File: config.mk
export PLATFORM = sky130hd
export DESIGN_NAME = display_msg_buffer
export DESIGN_NICKNAME = d
export VERILOG_FILES = /design/src/rtl/display_msg_buffer.sv
export SDC_FILE = /design/constraint.sdc
export NUM_CORES = 2
export LEC_CHECK = 0
export ABC_AREA = 1
export CAP_MARGIN = 0
export CELL_PAD_IN_SITES_DETAIL_PLACEMENT = 1
export CELL_PAD_IN_SITES_GLOBAL_PLACEMENT = 2
export CORE_UTILIZATION = 45
export CTS_BUF_LIST = sky130_fd_sc_hd__clkbuf_4
export DETAILED_ROUTE_END_ITERATION = 12
export PLACE_DENSITY = 0.89
export SLEW_MARGIN = 20
export SYNTH_ARGS = -nofsm -noshare
export SYNTH_HDL_FRONTEND = slang
export SYNTH_SLANG_ARGS = --single-unit
File: constraint.sdc
create_clock -name clk -period 13.5 [get_ports clk]
set_clock_uncertainty 0.15 [all_clocks]
set_input_delay 1.35 -clock clk [delete_from_list [all_inputs] [get_ports clk]]
set_output_delay 1.35 -clock clk [all_outputs]
set_load 0.05 [all_outputs]
File: src/rtl/display_msg_buffer.sv
// rtl/display_msg_buffer.sv - timestamped display-record FIFO with 64-bit word serializer
//
// Checkers and assertion sites post display records: message ID, severity and up to
// MAX_ARGS argument words. Each accepted record is stamped with the free-running cycle
// counter, queued, and streamed to the host as:
//   word 0 : header {sev[63:62], nargs[61:60], 28'b0, id zero-extended to 32 bits}
//   word 1 : timestamp
//   word 2+: arg0 .. arg(nargs-1), with out_last on the final word
//
// Ports:
//   clk, rst_n          clock, asynchronous active-low reset
//   msg_valid/ready     producer handshake
//   msg_id/sev/nargs    record fields (nargs above MAX_ARGS is clamped)
//   msg_args            argument i in bits [i*ARG_W +: ARG_W]
//   out_valid/ready     host stream handshake
//   out_data/out_last   serialized word and end-of-message marker
//   cycle_count         free-running 64-bit cycle counter
//   error_seen          sticky, set once an ERROR/FATAL record is accepted
//   msg_count           accepted records, saturating
//   drop_count          discarded records, saturating (drop mode only, else 0)
//
// Build option: DISPBUF_DROP_EN - never stall producers; records offered while the
// FIFO is full are discarded and counted in drop_count.

module display_msg_buffer #(
  parameter int DEPTH    = 16,
  parameter int MAX_ARGS = 2,
  parameter int ARG_W    = 64,
  parameter int ID_W     = 16
) (
  input  logic                      clk,
  input  logic                      rst_n,
  input  logic                      msg_valid,
  output logic                      msg_ready,
  input  logic [ID_W-1:0]           msg_id,
  input  logic [1:0]                msg_sev,
  input  logic [1:0]                msg_nargs,
  input  logic [MAX_ARGS*ARG_W-1:0] msg_args,
  output logic                      out_valid,
  input  logic                      out_ready,
  output logic [ARG_W-1:0]          out_data,
  output logic                      out_last,
  output logic [63:0]               cycle_count,
  output logic                      error_seen,
  output logic [15:0]               msg_count,
  output logic [15:0]               drop_count
);

  localparam int PTR_W  = $clog2(DEPTH);
  localparam int CNT_W  = PTR_W + 1;
  localparam int ARGS_W = MAX_ARGS * ARG_W;
  localparam logic [1:0] MAX_NARGS = 2'(MAX_ARGS);

  // Record storage, one slot per message.
  logic [1:0]        mem_sev   [DEPTH];
  logic [ID_W-1:0]   mem_id    [DEPTH];
  logic [1:0]        mem_nargs [DEPTH];
  logic [ARGS_W-1:0] mem_args  [DEPTH];
  logic [63:0]       mem_ts    [DEPTH];

  logic [PTR_W-1:0] rd_ptr;
  logic [PTR_W-1:0] wr_ptr;
  logic [CNT_W-1:0] count;
  logic             full;
  logic             push;
  logic             pop;
  logic [1:0]       nargs_clamped;

  // Serializer: widx is the index of the word currently held in the output register.
  logic [2:0]       widx;
  logic             load;
  logic [PTR_W-1:0] sel_ptr;
  logic [2:0]       sel_idx;
  logic [1:0]       sel_sev;
  logic [ID_W-1:0]  sel_id;
  logic [1:0]       sel_nargs;
  logic [ARGS_W-1:0] sel_args;
  logic [63:0]      sel_ts;
  logic [ARG_W-1:0] next_word;
  logic             next_last;

  assign full          = (count == CNT_W'(DEPTH));
  assign nargs_clamped = (msg_nargs > MAX_NARGS) ? MAX_NARGS : msg_nargs;

`ifdef DISPBUF_DROP_EN
  logic drop;

  assign msg_ready = 1'b1;
  assign push      = msg_valid && !full;
  assign drop      = msg_valid && full;

  always_ff @(posedge clk or negedge rst_n) begin
    if (!rst_n) begin
      drop_count <= '0;
    end else if (drop && drop_count != 16'hFFFF) begin
      drop_count <= drop_count + 16'd1;
    end
  end
`else
  // No bypass when full: a pop in the same cycle only frees the slot for the next one.
  assign msg_ready  = !full;
  assign push       = msg_valid && !full;
  assign drop_count = '0;
`endif

  // Storage needs no reset; the pointers and count define what is valid.
  always_ff @(posedge clk) begin
    if (push) begin
      mem_sev[wr_ptr]   <= msg_sev;
      mem_id[wr_ptr]    <= msg_id;
      mem_nargs[wr_ptr] <= nargs_clamped;
      mem_args[wr_ptr]  <= msg_args;
      mem_ts[wr_ptr]    <= cycle_count;
    end
  end

  always_ff @(posedge clk or negedge rst_n) begin
    if (!rst_n) begin
      wr_ptr <= '0;
      rd_ptr <= '0;
      count  <= '0;
    end else begin
      if (push) begin
        wr_ptr <= wr_ptr + PTR_W'(1);
      end
      if (pop) begin
        rd_ptr <= rd_ptr + PTR_W'(1);
      end
      case ({push, pop})
        2'b10:   count <= count + CNT_W'(1);
        2'b01:   count <= count - CNT_W'(1);
        default: count <= count;
      endcase
    end
  end

  // Decide what the output register loads next. On the final word of the head record
  // the next record (if already queued) is loaded straight away so back-to-back
  // records stream without a gap.
  always_comb begin
    pop     = 1'b0;
    load    = 1'b0;
    sel_ptr = rd_ptr;
    sel_idx = 3'd0;
    if (!out_valid) begin
      load = (count != '0);
    end else if (out_ready) begin
      if (out_last) begin
        pop     = 1'b1;
        sel_ptr = rd_ptr + PTR_W'(1);
        load    = (count > CNT_W'(1));
      end else begin
        load    = 1'b1;
        sel_idx = widx + 3'd1;
      end
    end
  end

  assign sel_sev   = mem_sev[sel_ptr];
  assign sel_id    = mem_id[sel_ptr];
  assign sel_nargs = mem_nargs[sel_ptr];
  assign sel_args  = mem_args[sel_ptr];
  assign sel_ts    = mem_ts[sel_ptr];

  function automatic logic [ARG_W-1:0] word_sel(
    input logic [1:0]        sev,
    input logic [ID_W-1:0]   id,
    input logic [1:0]        na,
    input logic [ARGS_W-1:0] args,
    input logic [63:0]       ts,
    input logic [2:0]        idx
  );
    logic [63:0]      hdr;
    logic [ARG_W-1:0] w;
    logic [2:0]       ai;
    hdr = {sev, na, 28'd0, 32'(id)};
    w   = '0;
    ai  = idx - 3'd2;
    case (idx)
      3'd0:    w = ARG_W'(hdr);
      3'd1:    w = ARG_W'(ts);
      default: begin
        for (int k = 0; k < MAX_ARGS; k++) begin
          if (ai == 3'(k)) begin
            w = args[k*ARG_W +: ARG_W];
          end
        end
      end
    endcase
    return w;
  endfunction

  assign next_word = word_sel(sel_sev, sel_id, sel_nargs, sel_args, sel_ts, sel_idx);
  assign next_last = (sel_idx == ({1'b0, sel_nargs} + 3'd1));

  // Registered output stage; holds steady while stalled.
  always_ff @(posedge clk or negedge rst_n) begin
    if (!rst_n) begin
      out_valid <= 1'b0;
      out_data  <= '0;
      out_last  <= 1'b0;
      widx      <= '0;
    end else if (load) begin
      out_valid <= 1'b1;
      out_data  <= next_word;
      out_last  <= next_last;
      widx      <= sel_idx;
    end else if (out_valid && out_ready) begin
      out_valid <= 1'b0;
    end
  end

  always_ff @(posedge clk or negedge rst_n) begin
    if (!rst_n) begin
      cycle_count <= '0;
      error_seen  <= 1'b0;
      msg_count   <= '0;
    end else begin
      cycle_count <= cycle_count + 64'd1;
      if (push && msg_sev[1]) begin
        error_seen <= 1'b1;
      end
      if (push && msg_count != 16'hFFFF) begin
        msg_count <= msg_count + 16'd1;
      end
    end
  end

endmodule

# Word-level counts from Yosys, hierarchy flattened
# Memories as Yosys holds them, arrays and structs flattened.
# Index checks and enable logic that the tools add are counted.
# word_totals
register_bits,163
ramBits,3392
elab_cells,64
memories,5
# op_classes
n_addsub,9
n_lt_le_gt_ge,2
n_eq_ne,7
n_mux,21
reduce_logical,10
# memory_table
memory,words,word_bits,read_ports,rd_clocked_by_memory_dff,write_ports,line,text
mem_args,16,128,1,0,1,58,logic [ARGS_W-1:0] mem_args [DEPTH];
mem_ts,16,64,1,0,1,59,logic [63:0] mem_ts [DEPTH];
mem_id,16,16,1,0,1,56,logic [ID_W-1:0] mem_id [DEPTH];
mem_nargs,16,2,1,0,1,57,logic [1:0] mem_nargs [DEPTH];
mem_sev,16,2,1,0,1,55,logic [1:0] mem_sev [DEPTH];
# op_table
operator,n
2-to-1 mux 64 bit,2
one-hot mux 64 bit (2 select lines),1
"adder 64 x 1 -> 64 bit, second input constant",1
"adder 16 x 1 -> 16 bit, second input constant",1
"!= test 16 bit, second input constant",1
2-to-1 mux 4 bit,3
2-to-1 mux 1 bit,10
one-hot mux 5 bit (2 select lines),1
2-to-1 mux 3 bit,3
"adder 4 x 1 -> 4 bit, second input constant",2
"== test 3 x 1 -> 1 bit, second input constant",2
logical NOT 3 bit,2
"adder 5 x 1 -> 5 bit, second input constant",1
"== test 5 bit, second input constant",1
"> comparator 5 x 1 -> 1 bit, second input constant",1
nonzero test 5 bit,1
"subtractor 5 x 1 -> 5 bit, second input constant",1
logical AND 1 bit,4
nonzero test 2 bit,2
"adder 2 x 1 -> 3 bit, second input constant",1
"adder 3 x 1 -> 3 bit, second input constant",1
== test 3 bit,1
"subtractor 3 x 2 -> 3 bit, second input constant",1
"== test 2 x 1 -> 1 bit, second input constant",1
4 further kinds,4

# Depth between registers and ports, before layout
# depth
word_depth,9
ltp_mapped,18

# Worst setup path before layout
# No wires, ideal clock.
# synth_path
kind,input -> register
from,input msg_valid
to,"memory mem_args[11][0] (netlist bit), enable pin"
arrival_ns,10.540
required_ns,12.561
path_slack_ns,2.021
stages,4
path_cell_list,nand2_1 > clkinv_1 > nand2_1 > nor2_1
# synth_via
elab_chain_cells,3
# synth_rtl
item,line,text
from (decl),33,"input logic msg_valid,"
logical AND 1 bit,102,assign push = msg_valid && !full;
2-to-1 mux 1 bit,108,if (push) begin
2-to-1 mux 1 bit (implied by the code),112,mem_args[wr_ptr] <= msg_args;
to (decl),58,
# Every way passes these cells.

# Final worst setup path
# layout_path
from,register out_last
to,register out_data[7]
# layout_via
elab_chain_cells,8
word_cells_on_any_way,20
cone_classes,add/sub (1); eq/ne (2); mux (12); reduce/logical (2); memory (3)
# layout_rtl
item,line,text
from (decl),42,"output logic out_last,"
from (signal assigned),206,out_last <= next_last;
2-to-1 mux 3 bit,148,if (out_last) begin
2-to-1 mux 3 bit,147,end else if (out_ready) begin
2-to-1 mux 3 bit,145,if (!out_valid) begin
subtractor 3 x 2 -> 3 bit,178,ai = idx - 3'd2;
logical NOT 3 bit,184,if (ai == 3'(k)) begin
2-to-1 mux 64 bit (2 in series),184,
one-hot mux 64 bit (2 select lines),179,case (idx)
to (signal assigned),205,out_data <= next_word;
to (decl),41,"output logic [ARG_W-1:0] out_data,"
# Several ways; a longest one is shown, not always the timed one.
# A chain may end at the register's enable or synchronous reset.

==> metrics.yaml <==
synth:
  syn-cell-area_um2: 144500
  synth_cell_types: 39
  synth.most_common_cell: "nand2_1"
  synth_top_area_share: 0.7050
  synthCells: 12100
  yosysWarningCount: 0
  synthTopCellsByArea: "edfxtp_1, nand3_1, nand2_1, dfrtp_1, inv_1"
  yosysTopAreaCell: "edfxtp_1"
  synth-edff-count: 3392
  syn_area_per_cell_um2: 11.94
  ys_seq_area_frac: 0.7332
  synth_flop_cell: "edfxtp_1"
  ys_seq_elements: 3555
  async_reset_ff_frac: 0.04585
  synth_common_cells: "nand2_1, edfxtp_1, nand3_1"
cells_and_area:
  layout.cells.non_filler: 17620
  area_delta_synth_final_pct: 12.70
  layout-drive-gt1-share: 0.1235
  fillers: 33470
  nets: 12880
  fin_area_um2: 162800
clock_tree:
  clkTransAtPathRegs_ns: 0.07
  clock-sinks: 3555
  cts_tree: "built"
  cts_setup_buffers: 0
  clock-root-buffer: "clkbuf_4"
  clkLatencyLatePin_ns: 1.73
  cts_buffers: 889
  cts_htree_levels: 6
  clockBufferDepth: 4
die:
  start_util: 0.4535
  fp.dieH_um: 568.6
  io_pins: 316
  dieArea_um2: 323300
  die_w_um: 568.6
  rows: 207
  coreArea_um2: 318600
pwr:
  p_leak_nw: 59.62
  p_switching_mw: 13.78
  power_density_nw_per_um2: 213.0
  p_int_mw: 20.90
  p_seq_frac: 0.394
  switching_share: 0.3974
  peakVddDrop_mv: 0.1880
  clockPowerShare: 0.267
  combPwrFrac: 0.339
drt:
  num_vias: 104200
  wirelength_mm: 496.8
  drt_iter0_markers: 11120
  vias_per_cell: 5.912
  drtPass1Iterations: 6
  drt.antenna.violating_nets: 0
  post-route-drc-count: 0
  wl_per_cell_um: 28.19
setup_path:
  crit_arrival_ns: 7.53
  end_kind: "register"
  cp.required_ns: 14.85
  crit_top_cell: "nand3_1"
  path_class: "reg -> reg"
  path_cells: "nand3_2 > nand2_8 > nand2_4 > buf_4 > buf_4 > nand2_1 > nand3_1 > nand3_1 > nand3_1 > nand3_1 > nand3_1 > nand3_1 > nand2_1"
  slowest_stage: "buf_4"
  start_kind: "register"
  slowest_delay_ns: 0.94
  crit_fanout: 106
grt:
  grt_pass1_wl_mm: 722.0
  first_global_vias: 108900
  grt_overflow: 0
  grtUsageTotal: 0.3031
  grt_antenna_before_repair: 81
  grt_max_degree: 228
sta:
  max_freq_ghz: 0.1618
  rsz0062_at_grt: "false"
  slew_viol_final: 0
  hold_viol: 0
  layout_min_cycle_time_ns: 6.182
  final.setup.tns_ns: 0
  fin_crit_sh: 0.4579
  setup_viol: 0
  slew_headroom: 0.1483
  worstMarginPinSlew_ns: 1.278
placed_design:
  dp_hpwl_mm: 264.9
  gp_congestion: 0.8263
  place_inst: 16000
  post_dp_cell_area_um2: 151200
  portBuffers: 299
min_path:
  min_path_type: "in -> async"
run_status:
  status: "complete, no violations"
job:
  max_cap_viol_count: 0
==> routing by layer <==
metal | track usage | share of wire | up-vias
met4 | 0.1463 | 0.044 | 48
met1 | 0.3891 | 0.39 | 53470
met2 | 0.4915 | 0.48 | 5277
met3 | 0.06302 | 0.091 | 1045
met5 | 0 | 0.00071 | -
li1 | - | - | 44340
==> what timing repair did <==
action,4_1_cts,5_1_grt
hold buffers,1,0
gates resized for setup,0,0
setup endpoints to repair,0,0
endpoints found under the hold margin,56,0
==> cell families (layout without fill, tap and decap cells) <==
family	after synthesis	in the layout	synth area share
AOI/OAI and AO/OA	299	299	0.01477
xor gates and xnor gates	91	91	0.005646
adders and majority gates	15	15	0.001299
buffers and inverters	1396	2690	0.04088
DFF	3555	3555	0.7332
muxes	1	1	0.00007794
other	1	50	0.00002596
and+or+nand+nor	6741	6741	0.2041
==> registers in the layout, indices dropped and copies added, names as in the netlist, 3 cells and up <==
signal,cells
mem_args,2048
mem_ts,1024
mem_id,256
cycle_count,64
out_data,64
mem_nargs,32
mem_sev,32
msg_count,16
count,5
rd_ptr,4
wr_ptr,4
widx,3
==> final cells by class <==
class                   count  area (µm²)  area share
multi-input cells        7163       32950      0.2024
diodes                     34       85.08   0.0005225
clock inverters           230        1308    0.008030
well taps                4180        5230     0.03212
inverters                 620        2342     0.01439
clock buffers            1361       10220     0.06275
repair buffers            479        4755     0.02920
flip-flops and latches   3555      105900      0.6506
==> path summary, 6_finish.rpt <==
kind / slack [ns] / start / end / cells after the start
worst max-delay path: 7.32 / out_last / out_data[7] / 13
worst min-delay path: 0.18 / rst_n / out_data[8] / 2
worst max register to register: 7.32 / out_last / out_data[7] / 13
worst min register to register: 0.34 / out_data[3] / out_data[3] / 2
max in group asynchronous: 11.42 / rst_n / out_data[42] / 3
min in group clk: 0.20 / msg_valid / error_seen / 2
==> power groups by stage <==
stage               clock, mW  sequential (mW)  combinational (mW)
floorplan                   0             14.3                7.21
global placement            0             13.8                11.1
detailed placement          0             13.9                11.6
CTS                      9.40             13.7                11.6
global route             9.88             13.7                12.6
finish                   9.26             13.7                11.7
==> per-stage QoR <==
stage                     hold WS, ns  total power [mW]  setup WS, ns  utilization
final                          0.1836             34.68         7.318       0.5111
after global placement         0.3033             24.91         6.345       0.4745
after global routing           0.1366             36.20         7.174       0.5110
after floorplan                0.2959             21.51         2.021            -
after detailed placement       0.3243             25.46         6.186       0.4746
after CTS                     0.07230             34.71         7.458       0.5108
==> worst max-delay path: cells and delay by family, from the launching register on <==
family	cells	cell delay, ns
flops	1	0.53
buf+inv	2	1.78
simple gates	11	3.32
==> cells in the final DEF, fill, tap and decap left out, types with 6 or more instances in the layout <==
cell type and count:
conb_1 16, nor2_4 19, clkinv_8 7, nand4_1 26, xnor2_1 32, inv_1 616
clkbuf_4 1361, o211ai_1 251, nand3b_1 61, clkdlybuf4s50_1 298, buf_12 31, inv_6 23
nor4_1 8, buf_4 144, edfxtp_1 3392, nor3_1 27, xor2_1 57, nand3_1 2988
diode_2 34, o21ai_0 35, dfrtp_1 163, clkinv_2 15, o21ai_1 7, nor2_1 55
clkinv_4 8, nand2_1 3536, inv_8 6, ha_1 14, clkinv_1 161
(Power assumes the default switching activity.)
